[config.mk]
export PLATFORM = sky130hd
export DESIGN_NAME = keypad_scan_flat
export DESIGN_NICKNAME = d
export VERILOG_FILES = /design/src/rtl/kypd_pkg.sv /design/src/rtl/keypad_scan_if.sv /design/src/rtl/kypd_sync.sv /design/src/rtl/keypad_scan.sv /design/src/flat_wrapper.sv
export SDC_FILE = /design/constraint.sdc
export NUM_CORES = 1
export LEC_CHECK = 0
export ABC_CLOCK_PERIOD_IN_PS = 4700
export CORE_MARGIN = 4
export CORE_UTILIZATION = 53
export DETAILED_ROUTE_END_ITERATION = 10
export PLACE_DENSITY_LB_ADDON = 0.2
export REMOVE_ABC_BUFFERS = 1
export SLEW_MARGIN = 20
export SYNTH_ARGS = -nofsm -noshare
export SYNTH_HDL_FRONTEND = slang
export SYNTH_SLANG_ARGS = --single-unit
[constraint.sdc]
create_clock -name CLK100MHZ -period 4.7 [get_ports CLK100MHZ]
set_clock_uncertainty 0.05 [all_clocks]
set_input_delay 0.705 -clock CLK100MHZ [delete_from_list [all_inputs] [get_ports CLK100MHZ]]
set_output_delay 0.705 -clock CLK100MHZ [all_outputs]
set_load 0.02 [all_outputs]
[src/rtl/kypd_pkg.sv]
// kypd_pkg: shared types and key layout for the 4x4 hex keypad scanner.
// KEY_MAP[row][col] follows the physical layout 1-2-3-A / 4-5-6-B / 7-8-9-C / 0-F-E-D.
package kypd_pkg;

    typedef enum logic [1:0] {
        IDLE,
        PRESS_PENDING,
        PRESSED,
        RELEASE_PENDING
    } kypd_state_e;

    typedef enum logic [1:0] {
        NONE,
        SINGLE,
        MULTI
    } round_res_e;

    // Packed as [row][col][nibble]; index 0 is the least-significant slot.
    localparam logic [3:0][3:0][3:0] KEY_MAP = {
        {4'hD, 4'hE, 4'hF, 4'h0},
        {4'hC, 4'h9, 4'h8, 4'h7},
        {4'hB, 4'h6, 4'h5, 4'h4},
        {4'hA, 4'h3, 4'h2, 4'h1}
    };

    function automatic logic [3:0] key_lookup(input logic [1:0] row, input logic [1:0] col);
        return KEY_MAP[row][col];
    endfunction

endpackage

[src/rtl/keypad_scan_if.sv]
// keypad_scan_if: keypad pins plus the key-entry outputs of keypad_scan.
// master is the scanner side; slave is the keypad/display side.
interface keypad_scan_if;
    logic [3:0]  row_in;
    logic [3:0]  col_out;
    logic        clear;
    logic [3:0]  key_code;
    logic        key_valid;
    logic        key_held;
    logic [15:0] value;

    modport master (
        input  row_in,
        input  clear,
        output col_out,
        output key_code,
        output key_valid,
        output key_held,
        output value
    );

    modport slave (
        output row_in,
        output clear,
        input  col_out,
        input  key_code,
        input  key_valid,
        input  key_held,
        input  value
    );
endinterface

[src/rtl/kypd_sync.sv]
// kypd_sync: parameterised-width two-flop synchronizer with a synchronous reset value.
module kypd_sync #(
    parameter int unsigned           WIDTH   = 4,
    parameter logic [WIDTH-1:0]      RST_VAL = '1
) (
    input  logic             clk,
    input  logic             rst,
    input  logic [WIDTH-1:0] d,
    output logic [WIDTH-1:0] q
);
    logic [WIDTH-1:0] meta;

    always_ff @(posedge clk) begin
        if (rst) begin
            meta <= RST_VAL;
            q    <= RST_VAL;
        end else begin
            meta <= d;
            q    <= meta;
        end
    end
endmodule

[src/rtl/keypad_scan.sv]
// keypad_scan: column-multiplexed 4x4 hex keypad scanner with whole-round debounce.
// Accepted keys strobe key_valid and shift into the 16-bit entry register.
module keypad_scan
    import kypd_pkg::*;
#(
    parameter int unsigned SCAN_TICKS     = 100000,
    parameter int unsigned DEBOUNCE_SCANS = 4
) (
    input logic           CLK100MHZ,
    input logic           RST,
    keypad_scan_if.master kp
);
    localparam int unsigned   TW        = $clog2(SCAN_TICKS);
    localparam int unsigned   CW        = $clog2(DEBOUNCE_SCANS + 1);
    localparam logic [TW-1:0] LAST_TICK = TW'(SCAN_TICKS - 1);
    localparam logic [CW:0]   DB_TARGET = DEBOUNCE_SCANS[CW:0];

    logic [3:0]    rows_s;
    logic [TW-1:0] tick_cnt;
    logic [1:0]    col_idx;
    logic          last_tick;
    logic [15:0]   hits_acc;
    logic [15:0]   hits_now;
    round_res_e    res_now;
    round_res_e    res_q;
    logic [3:0]    code_now;
    logic [3:0]    code_q;
    logic          round_done;

    kypd_state_e   state;
    kypd_state_e   state_n;
    logic [CW-1:0] cnt;
    logic [CW-1:0] cnt_n;
    logic [CW:0]   cnt_inc;
    logic [3:0]    cand;
    logic [3:0]    cand_n;
    logic          accept;
    logic          match_held;

    logic [3:0]    key_code_q;
    logic          key_valid_q;
    logic [15:0]   value_q;

    kypd_sync #(
        .WIDTH   (4),
        .RST_VAL (4'b1111)
    ) u_sync (
        .clk (CLK100MHZ),
        .rst (RST),
        .d   (kp.row_in),
        .q   (rows_s)
    );

    assign last_tick  = (tick_cnt == LAST_TICK);
    assign kp.col_out = ~(4'b0001 << col_idx);

    // hits_now folds the current column's rows into the round so far; bit = row*4 + col.
    always_comb begin
        hits_now = hits_acc;
        for (int unsigned r = 0; r < 4; r++) begin
            hits_now[{r[1:0], col_idx}] = ~rows_s[r];
        end
        code_now = '0;
        for (int unsigned i = 0; i < 16; i++) begin
            if (hits_now[i]) code_now = key_lookup(i[3:2], i[1:0]);
        end
        if (hits_now == '0)       res_now = NONE;
        else if ($onehot(hits_now)) res_now = SINGLE;
        else                      res_now = MULTI;
    end

    always_ff @(posedge CLK100MHZ) begin
        if (RST) begin
            tick_cnt   <= '0;
            col_idx    <= '0;
            hits_acc   <= '0;
            round_done <= 1'b0;
            res_q      <= NONE;
            code_q     <= '0;
        end else begin
            round_done <= 1'b0;
            if (last_tick) begin
                tick_cnt <= '0;
                col_idx  <= col_idx + 2'd1;
                if (col_idx == 2'd3) begin
                    hits_acc   <= '0;
                    res_q      <= res_now;
                    code_q     <= code_now;
                    round_done <= 1'b1;
                end else begin
                    hits_acc <= hits_now;
                end
            end else begin
                tick_cnt <= tick_cnt + TW'(1);
            end
        end
    end

    assign cnt_inc    = {1'b0, cnt} + {{CW{1'b0}}, 1'b1};
    assign match_held = (res_q == SINGLE) && (code_q == key_code_q);

    always_comb begin
        state_n = state;
        cnt_n   = cnt;
        cand_n  = cand;
        accept  = 1'b0;
        if (round_done) begin
            unique case (state)
                IDLE: begin
                    if (res_q == SINGLE) begin
                        cand_n = code_q;
                        cnt_n  = CW'(1);
                        if (DEBOUNCE_SCANS == 1) begin
                            state_n = PRESSED;
                            accept  = 1'b1;
                        end else begin
                            state_n = PRESS_PENDING;
                        end
                    end
                end
                PRESS_PENDING: begin
                    if (res_q != SINGLE) begin
                        state_n = IDLE;
                    end else if (code_q == cand) begin
                        cnt_n = cnt_inc[CW-1:0];
                        if (cnt_inc >= DB_TARGET) begin
                            state_n = PRESSED;
                            accept  = 1'b1;
                        end
                    end else begin
                        cand_n = code_q;
                        cnt_n  = CW'(1);
                    end
                end
                PRESSED: begin
                    if (!match_held) begin
                        // A single NONE round already satisfies a one-round release.
                        if (res_q == NONE && DEBOUNCE_SCANS == 1) begin
                            state_n = IDLE;
                        end else begin
                            state_n = RELEASE_PENDING;
                        end
                        cnt_n = (res_q == NONE) ? CW'(1) : '0;
                    end
                end
                RELEASE_PENDING: begin
                    if (match_held) begin
                        state_n = PRESSED;
                    end else if (res_q == NONE) begin
                        cnt_n = cnt_inc[CW-1:0];
                        if (cnt_inc >= DB_TARGET) state_n = IDLE;
                    end else begin
                        cnt_n = '0;
                    end
                end
                default: state_n = IDLE;
            endcase
        end
    end

    always_ff @(posedge CLK100MHZ) begin
        if (RST) begin
            state       <= IDLE;
            cnt         <= '0;
            cand        <= '0;
            key_code_q  <= '0;
            key_valid_q <= 1'b0;
            value_q     <= '0;
        end else begin
            state       <= state_n;
            cnt         <= cnt_n;
            cand        <= cand_n;
            key_valid_q <= accept;
            if (accept) key_code_q <= code_q;
            if (kp.clear)    value_q <= '0;
            else if (accept) value_q <= {value_q[11:0], code_q};
        end
    end

    assign kp.key_code  = key_code_q;
    assign kp.key_valid = key_valid_q;
    assign kp.key_held  = (state == PRESSED) || (state == RELEASE_PENDING);
    assign kp.value     = value_q;

endmodule

[src/flat_wrapper.sv]
// flat-port wrapper written by rule: the top's interface ports become plain ports
module keypad_scan_flat import kypd_pkg::*;
#(
    parameter int unsigned SCAN_TICKS     = 100000,
    parameter int unsigned DEBOUNCE_SCANS = 4
)
  (CLK100MHZ, RST, kp_row_in, kp_clear, kp_col_out, kp_key_code, kp_key_valid, kp_key_held, kp_value);
  keypad_scan_if kp_i ();
  input logic CLK100MHZ;
  input logic RST;
  input wire logic [$bits(kp_i.row_in)-1:0] kp_row_in;
  input wire logic [$bits(kp_i.clear)-1:0] kp_clear;
  output wire logic [$bits(kp_i.col_out)-1:0] kp_col_out;
  output wire logic [$bits(kp_i.key_code)-1:0] kp_key_code;
  output wire logic [$bits(kp_i.key_valid)-1:0] kp_key_valid;
  output wire logic [$bits(kp_i.key_held)-1:0] kp_key_held;
  output wire logic [$bits(kp_i.value)-1:0] kp_value;
  assign kp_i.row_in = kp_row_in;
  assign kp_i.clear = kp_clear;
  assign kp_col_out = kp_i.col_out;
  assign kp_key_code = kp_i.key_code;
  assign kp_key_valid = kp_i.key_valid;
  assign kp_key_held = kp_i.key_held;
  assign kp_value = kp_i.value;
  keypad_scan #(.SCAN_TICKS(SCAN_TICKS), .DEBOUNCE_SCANS(DEBOUNCE_SCANS)) u_core (.CLK100MHZ(CLK100MHZ), .RST(RST), .kp(kp_i));
endmodule
==> key figures, run 1 <==
Cells and area
  – Layout area overhead: 27.47%
  – Share of cells above drive strength 1: 23.92%
  – Post-layout nets: 597
  – Cell Count, Final, Fillers Out: 658
  – ANT cells: 0

Detailed routing
  – Number of remaining DRC errors: 0
  – Vias post-DR: 3508
  – Vias per Instance: 5.331
  – DRT iter0 DRCs: 147
  – Drt pass-1 iters: 4
  – DR WL/cell: 14.51 µm
  – Final wirelength: 9.550 mm
  – Routed Antenna Nets: 0

Critical path
  – CP peak stage delay: 0.55 ns
  – Worst-path cell chain: inv_4 -> ha_4 -> nand2b_4 -> a21boi_4 -> buf_4 -> ha_1 -> inv_1 -> fa_1 -> inv_1 -> fa_2 -> fa_2 -> fa_1 -> ha_2 -> fa_2 -> nor4b_2 -> o21a_1 -> nand3b_1 -> a21oi_1
  – Max Fanout on Critical Path: 5
  – Worst path bufs/invs: 4
  – CP max stage cell: fa_1
  – Delay-heaviest family, CP: adder cells
  – CP Capture Type: flip-flop
  – R2r setup slk: 0.01 ns
  – Worst EP arrival: 4.92 ns
  – WS Path Type: flip-flop to flip-flop
  – Crit start category: flip-flop
  – Req. time, crit path: 4.94 ns
  – Most frequent CP cell: fa_2

Clocking
  – Clock tree buffer depth: 2
  – Clock root buffer: clkbuf_8
  – Skew-Pair Late Insertion Delay: 0.35 ns
  – Clock Pin Slew Worst Setup and Hold Paths: 0.09 ns
  – Total clock sinks: 80
  – CTS tree: built
  – CTS H-tree depth: 3
  – TritonCTS buffer count: 9

Timing
  – Final Max Tran Viols: 0
  – Endpoints failing hold: 0
  – RSZ-0062 raised after global routing: yes
  – Worst slew margin: 43.14%
  – Post-route minimum period: 4.686 ns
  – Post-route clock period utilization: 99.70%
  – Achievable frequency: 213.4 MHz
  – Slew @ Worst Pin: 0.8508 ns
  – Finish-stage setup viols: 0
  – WHS: 0.3661 ns

Outcome
  – Status: finished, final reports clean

Floorplanning
  – Die X: 97.74 µm
  – Core ar.: 7767 µm²
  – Ports: 33
  – Die ar.: 9552 µm²
  – FP Rows: 32
  – Starting Density: 54.95%
  – Die Height: 97.74 µm

Pwr
  – Leak: 2.474 nW
  – Pwr per Cell Area: 233.6 nW/µm²
  – Max IR drop VDD: 0.0002433 V

Placement
  – Hpwl dp: 6.556 mm
  – Placed cell count: 623
  – I/O Buffers: 32
  – Gpl congestion: 0.8461

Hold path
  – Hold WC Path Type: flip-flop to flip-flop

GRT
  – Largest net degree at the start of global routing: 22
  – Vias in the first global route: 3309
  – Antenna violations before repair: 0
  – Grt ovf: 0
  – Overall routing resource usage: 19.44%
  – Global-route wire length before repair: 15.49 mm

Synth
  – Cells after Synth: 482
  – Top FF cell, synth: dfxtp_1
  – EDFF count, synth: 0
  – YS warnings: 0
  – Post-synthesis sequential area ratio: 37.53%
  – Netlist Area Pre-Place: 4268 µm²
  – Post-synthesis cell type count: 56
  – Yosys reg bits: 80
  – Mean Syn Cell Area: 8.854 µm²
  – Async set-reset flop share out of synthesis: 0%

Job
  – Max Cap Violations: 0
## worst paths after layout
| kind | startpoint | to | depth (start not counted) |
|---|---|---|---|
| setup reg to reg | u_core.col_idx[1] | u_core.res_q[0] | 18 |
| hold reg to reg | u_core.u_sync.meta[0] | u_core.u_sync.q[0] | 1 |
| hold / removal | u_core.u_sync.meta[0] | u_core.u_sync.q[0] | 1 |
| setup / recovery | u_core.col_idx[1] | u_core.res_q[0] | 18 |
## metrics by stage
step / TNS [ns] / cell area, µm² / power (W) / setup WS [ns] / util, %
after floorplan: -0.2791 / 4144 / 0.0007281 / -0.1691 / -
after global placement: -0.6410 / 4832 / 0.0007499 / -0.3240 / 62.21
after detailed placement: -0.8442 / 4832 / 0.0007517 / -0.4292 / 62.21
after CTS: 0 / 5206 / 0.001276 / 0.004087 / 67.03
after global routing: -0.3331 / 5440 / 0.001320 / -0.1754 / 70.04
final: 0 / 5440 / 0.001271 / 0.01406 / 70.04
## logic make-up (layout without fill, tap and decap cells)
kind of cell               after synthesis  count (layout)  synth area share, %
xor gates and xnor gates                23              23                4.720
AOI/OAI and AO/OA                       72              72                10.73
and+or+nand+nor                        169             169                20.58
buffers and inverters                   74             148                7.212
DFF                                     80              80                37.53
muxes                                   25              25                5.863
adders and majority gates               39              39                13.37
## repair_timing
action | CTS | global route
gates resized for setup | 34 | 43
setup endpoints to repair | 2 | 2
setup buffers | 7 | 12
pin swaps | 12 | 22
hold buffers | 0 | 0
## synthesized netlist by cell type (3+ instances only)
| cell | count | share of area [%] |
|---|---|---|
| a21o_1 | 4 | 0.70 |
| a21oi_1 | 16 | 1.9 |
| a31oi_1 | 3 | 0.44 |
| and2_1 | 5 | 0.73 |
| and3_1 | 9 | 1.3 |
| and4_1 | 3 | 0.62 |
| buf_2 | 9 | 1.1 |
| buf_4 | 5 | 0.88 |
| clkbuf_1 | 9 | 0.79 |
| dfxtp_1 | 80 | 38 |
| fa_1 | 11 | 5.2 |
| ha_1 | 28 | 8.2 |
| inv_1 | 49 | 4.3 |
| mux2i_1 | 25 | 5.9 |
| nand2_1 | 30 | 2.6 |
| nand2b_1 | 4 | 0.59 |
| nand3_1 | 8 | 0.94 |
| nand4_1 | 8 | 1.2 |
| nor2_1 | 62 | 5.5 |
| nor2b_1 | 3 | 0.44 |
| nor3_1 | 8 | 0.94 |
| o21ai_0 | 21 | 2.5 |
| o22ai_1 | 4 | 0.59 |
| or2_2 | 12 | 1.8 |
| or3_1 | 3 | 0.44 |
| xnor2_1 | 8 | 1.6 |
| xor2_1 | 15 | 3.1 |
## report_power, final
part | internal [W] | total, W | leakage [nW] | switching, W
clock network | 0.000255 | 0.000532 | 0.0996 | 0.000277
logic | 0.0000239 | 0.0000515 | 1.73 | 0.0000276
registers | 0.000681 | 0.000687 | 0.648 | 0.00000546
total | 0.000961 | 0.00127 | 2.47 | 0.000310
## metal layers
| metal | track usage [%] | wire [µm] | part of all wire (%) |
|---|---|---|---|
| met1 | 24.38 | 4233 | 44 |
| met2 | 33.32 | 4771 | 50 |
| met3 | 4.143 | 365 | 3.8 |
| met4 | 6.496 | 180 | 1.9 |
| met5 | 0 | 0 | 0 |
## flip-flops by register name, summed over array words and instances (netlist names)
signal	cells
u_core.kp.key_valid	1
u_core.u_sync.meta	4
u_core.code_q	4
u_core.round_done	1
u_core.state	2
u_core.col_idx	2
u_core.res_q	2
u_core.kp.key_code	4
u_core.kp.value	16
u_core.cnt	3
u_core.cand	4
u_core.hits_acc	16
u_core.tick_cnt	17
u_core.u_sync.q	4
## worst register-to-register path, stage by stage (launching register included)
cell and delay [ns]:
dfxtp_4 0.39, inv_4 0.05, ha_4 0.18, nand2b_4 0.15
a21boi_4 0.14, buf_4 0.16, ha_1 0.29, inv_1 0.07
fa_1 0.40, inv_1 0.09, fa_2 0.44, fa_2 0.35
fa_1 0.55, ha_2 0.19, fa_2 0.45, nor4b_2 0.27
o21a_1 0.17, nand3b_1 0.08, a21oi_1 0.13
## final cells by class
class | instances | area, µm²
timing repair buffer | 83 | 718.2
clock buffer | 9 | 123.9
sequential | 80 | 1609
inverter | 49 | 193.9
multi-input combinational | 328 | 2580
fill | 569 | 2327
clock inverter | 7 | 87.58
tap | 102 | 127.6
## cell usage in the layout, fill, tap and decap left out, drive strengths merged, types with 3 or more instances in the layout
master,netlist,routed
nand4,9,9
nor3,8,8
nand3,8,8
or3,3,3
o22ai,4,4
xnor2,8,8
and2,6,6
nand2,31,31
inv,49,52
a31oi,3,3
o21ai,21,21
nor2b,3,3
fa,11,11
nor4b,3,3
or2,12,12
buf,16,51
a21o,4,4
nand2b,4,4
mux2i,25,25
clkdlybuf4s50,0,32
nor2,62,62
ha,28,28
and4,3,3
clkbuf,9,9
and3,9,9
dfxtp,80,80
xor2,15,15
a21oi,16,16
Note: power is estimated with default switching activity, not from simulation.
==> run 2: changes to the inputs <==
--- a/config.mk
+++ b/config.mk
@@ -6,6 +6,7 @@
 export NUM_CORES = 1
 export LEC_CHECK = 0
 export ABC_CLOCK_PERIOD_IN_PS = 4700
+export CORE_ASPECT_RATIO = 1.75
 export CORE_MARGIN = 4
 export CORE_UTILIZATION = 53
 export DETAILED_ROUTE_END_ITERATION = 10
==> key figures, run 2 (synthesized netlist as in run 1, its figures left out) <==
GRT
  – Grt ovf: 0
  – M3 GR Usage: 4.679%
  – Met1 usage: 23.75%
  – Vias in the first global route: 3475
  – Global-route wire length before repair: 16.18 mm
  – Overall routing resource usage: 22.04%
  – Antenna violations before repair: 0
  – GR peak layer: met2
  – Largest net degree at the start of global routing: 30
  – Global Route met2 Usage: 38.28%

Timing
  – Finish-stage setup viols: 1
  – Achievable frequency: 211.6 MHz
  – Worst slew margin: 43.88%
  – WHS: 0.3621 ns
  – Worst setup margin: -0.02695 ns
  – Post-route clock period utilization: 100.6%
  – Final Max Tran Viols: 0
  – Slew @ Worst Pin: 0.8398 ns
  – RSZ-0062 raised after global routing: yes
  – Post-route minimum period: 4.727 ns
  – Endpoints failing hold: 0

Cells and area
  – Commonest non-fill, non-tap cell in the layout: dfxtp_1
  – Most frequent cells in the layout: dfxtp_1 (78), nor2_1 (61), inv_1 (41)
  – Fillers: 632
  – Layout area overhead: 23.83%
  – Post-layout nets: 581
  – Max reg flops: 17
  – Largest Register: u_core.tick_cnt
  – ANT cells: 0
  – Share of cells above drive strength 1: 19.48%

Detailed routing
  – Vias per Instance: 5.526
  – DR WL/cell: 15.15 µm
  – Number of remaining DRC errors: 0
  – Final wirelength: 9.531 mm
  – DRT iter0 DRCs: 181
  – Vias post-DR: 3476
  – Drt pass-1 iters: 4
  – Routed Antenna Nets: 0

Clocking
  – Clock tree buffer depth: 2
  – Total clock sinks: 80
  – TritonCTS buffer count: 9
  – CTS H-tree depth: 3
  – CTS tree: built
  – Clock Pin Slew Worst Setup and Hold Paths: 0.06 ns
  – Clock root buffer: clkbuf_16
  – Hold_buf cts: 0
  – Skew-Pair Late Insertion Delay: 0.33 ns

Floorplanning
  – FP Rows: 43
  – Die ar.: 9609 µm²
  – Ports: 33
  – Core ar.: 7909 µm²
  – Die Height: 126.7 µm
  – Starting Density: 53.96%
  – Die X: 75.84 µm

Pwr
  – Max IR drop VDD: 0.0002574 V
  – Leak: 2.423 nW
  – Pwr per Cell Area: 261.7 nW/µm²
  – Power, Total: 0.001383 W

Outcome
  – Violated checks: setup timing
  – Status: finished, violations left

Placement
  – Gpl congestion: 0.9987
  – I/O Buffers: 32
  – Hpwl dp: 7.107 mm

Critical path
  – Req. time, crit path: 4.92 ns
  – Worst EP arrival: 4.95 ns
  – WS Path Type: flip-flop to flip-flop
  – CP Capture Type: flip-flop
  – Crit start category: flip-flop
  – Max Fanout on Critical Path: 6

Job
  – Max Cap Violations: 0

Hold path
  – Hold WC Path Type: flip-flop to flip-flop
==> run 2: report_power, final <==
group | leakage [nW] | switching [W] | internal (W)
registers | 0.648 | 0.00000501 | 0.000682
clock network | 0.134 | 0.000261 | 0.000382
logic | 1.64 | 0.0000289 | 0.0000236
==> run 2: worst paths after layout <==
check / depth (start not counted) / end / from / slack (ns)
setup / recovery: 22 / u_core.res_q[1] / u_core.col_idx[0] / -0.03
hold / removal: 1 / u_core.u_sync.q[0] / u_core.u_sync.meta[0] / 0.36
setup reg to reg: 22 / u_core.res_q[1] / u_core.col_idx[0] / -0.03
hold reg to reg: 1 / u_core.u_sync.q[0] / u_core.u_sync.meta[0] / 0.36
==> run 2: routing by layer <==
| layer | vias to the layer above | wire [µm] |
|---|---|---|
| met5 | - | 0 |
| met4 | 0 | 463 |
| met3 | 34 | 337 |
| met2 | 81 | 5146 |
| met1 | 1646 | 3583 |
| li1 | 1715 | - |
==> run 2: stage by stage <==
step	std cells	TNS, ns	setup WS (ns)	cell area, µm²	utilization [%]
floorplan	457	-0.2791	-0.1691	4144	-
global placement	609	-0.3933	-0.2210	4802	60.72
detailed placement	609	-0.7642	-0.3851	4802	60.72
CTS	626	0	0.006726	5225	66.07
global route	629	-0.3704	-0.1930	5285	66.82
finish	629	-0.02695	-0.02695	5285	66.82
==> run 2: worst max-delay path: stages (launching register included) <==
cell	delay (ns)
dfxtp_4	0.40
inv_6	0.05
ha_4	0.16
buf_6	0.13
nand2b_4	0.14
o21ai_2	0.06
buf_6	0.13
inv_2	0.05
ha_4	0.25
inv_2	0.03
fa_2	0.52
inv_2	0.04
fa_2	0.34
inv_2	0.06
fa_1	0.37
inv_1	0.08
fa_1	0.41
ha_2	0.21
fa_2	0.54
nor4b_2	0.05
o21a_1	0.11
or3_1	0.32
a21oi_2	0.13
==> run 2: final cells by class <==
type                       instances  area [µm²]  area share, %
sequential                        80        1609          30.45
clock inverter                     3       17.52         0.3314
multi-input combinational        328        2507          47.44
inverter                          49       191.4          3.622
timing repair buffer              67       590.6          11.17
tap                               90       112.6          2.131
clock buffer                      12       256.5          4.853
==> run 2: what timing repair did <==
action,CTS,global route
hold endpoints to repair,0,0
endpoints found under the setup margin,2,2
resized for setup,43,10
pin swaps,13,4
setup buffers,2,3
==> run 3: changes to the inputs <==
--- a/config.mk
+++ b/config.mk
@@ -8,11 +8,10 @@
 export ABC_CLOCK_PERIOD_IN_PS = 4700
 export CORE_ASPECT_RATIO = 1.75
 export CORE_MARGIN = 4
-export CORE_UTILIZATION = 53
+export CORE_UTILIZATION = 55
 export DETAILED_ROUTE_END_ITERATION = 10
+export DONT_BUFFER_PORTS = 1
 export PLACE_DENSITY_LB_ADDON = 0.2
-export REMOVE_ABC_BUFFERS = 1
-export SLEW_MARGIN = 20
 export SYNTH_ARGS = -nofsm -noshare
 export SYNTH_HDL_FRONTEND = slang
 export SYNTH_SLANG_ARGS = --single-unit
==> key figures, run 3 (synthesized netlist as in run 1, its figures left out) <==
Pwr
  – Power share of the clock group: 51.7%
  – Power, Total: 0.001513 W
  – Switching Fraction: 19.91%
  – Leak: 2.364 nW
  – NetSw: 0.0003013 W
  – Flop pwr share: 45.5%
  – Pint: 0.001212 W
  – Max IR drop VDD: 0.0001711 V
  – Pwr per Cell Area: 295.3 nW/µm²
  – Gate power share: 2.8%

Critical path
  – WS Path Type: flip-flop to flip-flop
  – Most frequent CP cell: fa_2
  – CP peak stage delay: 0.53 ns
  – Max Fanout on Critical Path: 5
  – Worst EP arrival: 4.95 ns
  – Critical R2R Capture: u_core.res_q[1]
  – Worst-path cell chain: inv_4 -> ha_4 -> nand2b_4 -> a21boi_4 -> buf_4 -> ha_1 -> inv_2 -> fa_1 -> inv_2 -> fa_2 -> fa_2 -> fa_1 -> ha_2 -> fa_2 -> nor4b_2 -> o21a_1 -> or3_1 -> a21oi_1
  – CP Capture Type: flip-flop
  – Crit start category: flip-flop
  – Worst path bufs/invs: 4
  – Delay-heaviest family, CP: adder cells
  – Req. time, crit path: 4.92 ns
  – Reg2Reg Depth: 18
  – CP max stage cell: fa_2
  – Worst reg2reg path startpoint: u_core.col_idx[1]
  – R2r setup slk: -0.03 ns

Cells and area
  – Largest Register: u_core.tick_cnt
  – Cell Count, Final, Fillers Out: 600
  – Max reg flops: 17
  – ANT cells: 0
  – Layout area overhead: 20.05%
  – Most frequent cells in the layout: dfxtp_1 (78), nor2_1 (61), buf_4 (37)
  – Commonest non-fill, non-tap cell in the layout: dfxtp_1
  – Reg area: 1609 µm²
  – Post-layout nets: 553
  – Multi-input logic area: 2572 µm²
  – Fin util: 67.71%
  – Share of cells above drive strength 1: 24.22%
  – Fillers: 602

GRT
  – Largest net degree at the start of global routing: 44
  – Overall routing resource usage: 21.55%
  – Antenna violations before repair: 0
  – Global-route wire length before repair: 15.41 mm
  – Grt ovf: 0
  – Vias in the first global route: 3430

Placement
  – I/O Buffers: 0
  – Pre-CTS setup slack: -0.3136 ns
  – Placed cell count: 579
  – Gpl congestion: 0.9273
  – Hpwl dp: 7.125 mm

Clocking
  – Skew-Pair Late Insertion Delay: 0.34 ns
  – Clock tree buffer depth: 2
  – CTS tree: built
  – Clock root buffer: clkbuf_16
  – CTS H-tree depth: 3
  – TritonCTS buffer count: 9
  – Total clock sinks: 80
  – Clock Pin Slew Worst Setup and Hold Paths: 0.06 ns

Detailed routing
  – Met3 WL: 494 µm
  – Routed Antenna Nets: 0
  – Vias per Instance: 5.672
  – DRT iter0 DRCs: 160
  – Final wirelength: 9.777 mm
  – Number of remaining DRC errors: 0
  – Drt pass-1 iters: 4
  – Vias post-DR: 3403
  – Max Used Layer: met4
  – DR WL/cell: 16.30 µm
  – Metal2 WL: 5.205 mm
  – DRT met1 WL: 3.379 mm

Timing
  – Worst setup margin: -0.02777 ns
  – RSZ-0062 raised after global routing: yes
  – Endpoints failing hold: 0
  – Post-route minimum period: 4.728 ns
  – Finish-stage setup viols: 1
  – Total Neg Setup Slack: -0.02777 ns
  – Worst slew margin: 45.02%
  – Final Max Tran Viols: 0
  – Slew @ Worst Pin: 0.8228 ns
  – Achievable frequency: 211.5 MHz
  – Post-route clock period utilization: 100.6%

Floorplanning
  – Starting Density: 56.40%
  – Ports: 33
  – FP Rows: 42
  – Die ar.: 9289 µm²
  – Die X: 74.59 µm
  – Die Height: 124.5 µm
  – Core ar.: 7567 µm²

Hold path
  – HP Start: u_core.u_sync.meta[2]
  – Hold WC Path Type: flip-flop to flip-flop
  – Worst Hold End: u_core.u_sync.q[2]
  – WHS Path Cells: 1

Job
  – Max Cap Violations: 0

Outcome
  – Violated checks: setup timing
  – Status: finished, violations left

Synth
  – Mapped Nets: 528
[run 3: cell types whose count changed in the layout (fill, tap and decap cells not counted), sizes merged]
cell | previous run | this run
clkdlybuf4s50 | 32 | 0
buf | 35 | 39
bufinv | 0 | 2
clkinv | 2 | 1
clkinvlp | 1 | 0
inv | 49 | 50
[run 3: power groups by stage]
stage	Combinational [W]	Sequential (W)	Clock, W
after CTS	0.0000411	0.000687	0.000799
after global placement	0.0000378	0.000703	0
final	0.0000430	0.000688	0.000782
after detailed placement	0.0000392	0.000703	0
after global routing	0.0000475	0.000688	0.000830
after floorplan	0.0000317	0.000702	0
[run 3: per-layer routing]
layer,global-route usage [%],up-vias
met5,0,-
met4,16.35,0
met3,4.847,51
met2,38.05,92
met1,20.18,1599
li1,-,1661
[run 3: worst max path at each step]
stage	from	endpoint	slack [ns]	cells after the start
2_1_floorplan	u_core.col_idx[1]	u_core.res_q[1]	0.005	17
3_3_place_gp	u_core.col_idx[0]	u_core.res_q[1]	-0.18	18
3_5_place_dp	u_core.col_idx[0]	u_core.res_q[1]	-0.31	18
4_1_cts	u_core.col_idx[1]	u_core.res_q[0]	-0.009	18
5_1_grt	u_core.col_idx[1]	u_core.res_q[0]	-0.15	17
6_report	u_core.col_idx[1]	u_core.res_q[1]	-0.03	18
[run 3: layout make-up]
type | count | share of cell area, %
Inverter | 49 | 3.736
Clock inverter | 4 | 1.441
Multi-Input combinational cell | 328 | 50.21
Tap cell | 88 | 2.149
Timing Repair Buffer | 39 | 5.861
Clock buffer | 12 | 5.201
Sequential cell | 80 | 31.40
[run 3: timing repair]
| item | CTS | global route |
|---|---|---|
| hold buffers | 0 | 0 |
| setup buffers | 2 | 3 |
| resized for setup | 32 | 26 |
| endpoints found under the hold margin | 0 | 0 |
| setup endpoints to repair | 2 | 2 |
| pin swaps | 11 | 10 |
[run 3: through the flow]
step / hold WS (ns) / instance area, µm²
after floorplan: 0.3395 / 4308
after global placement: 0.3409 / 4547
after detailed placement: 0.3429 / 4547
after CTS: 0.3576 / 5014
after global routing: 0.3667 / 5124
final: 0.3565 / 5124
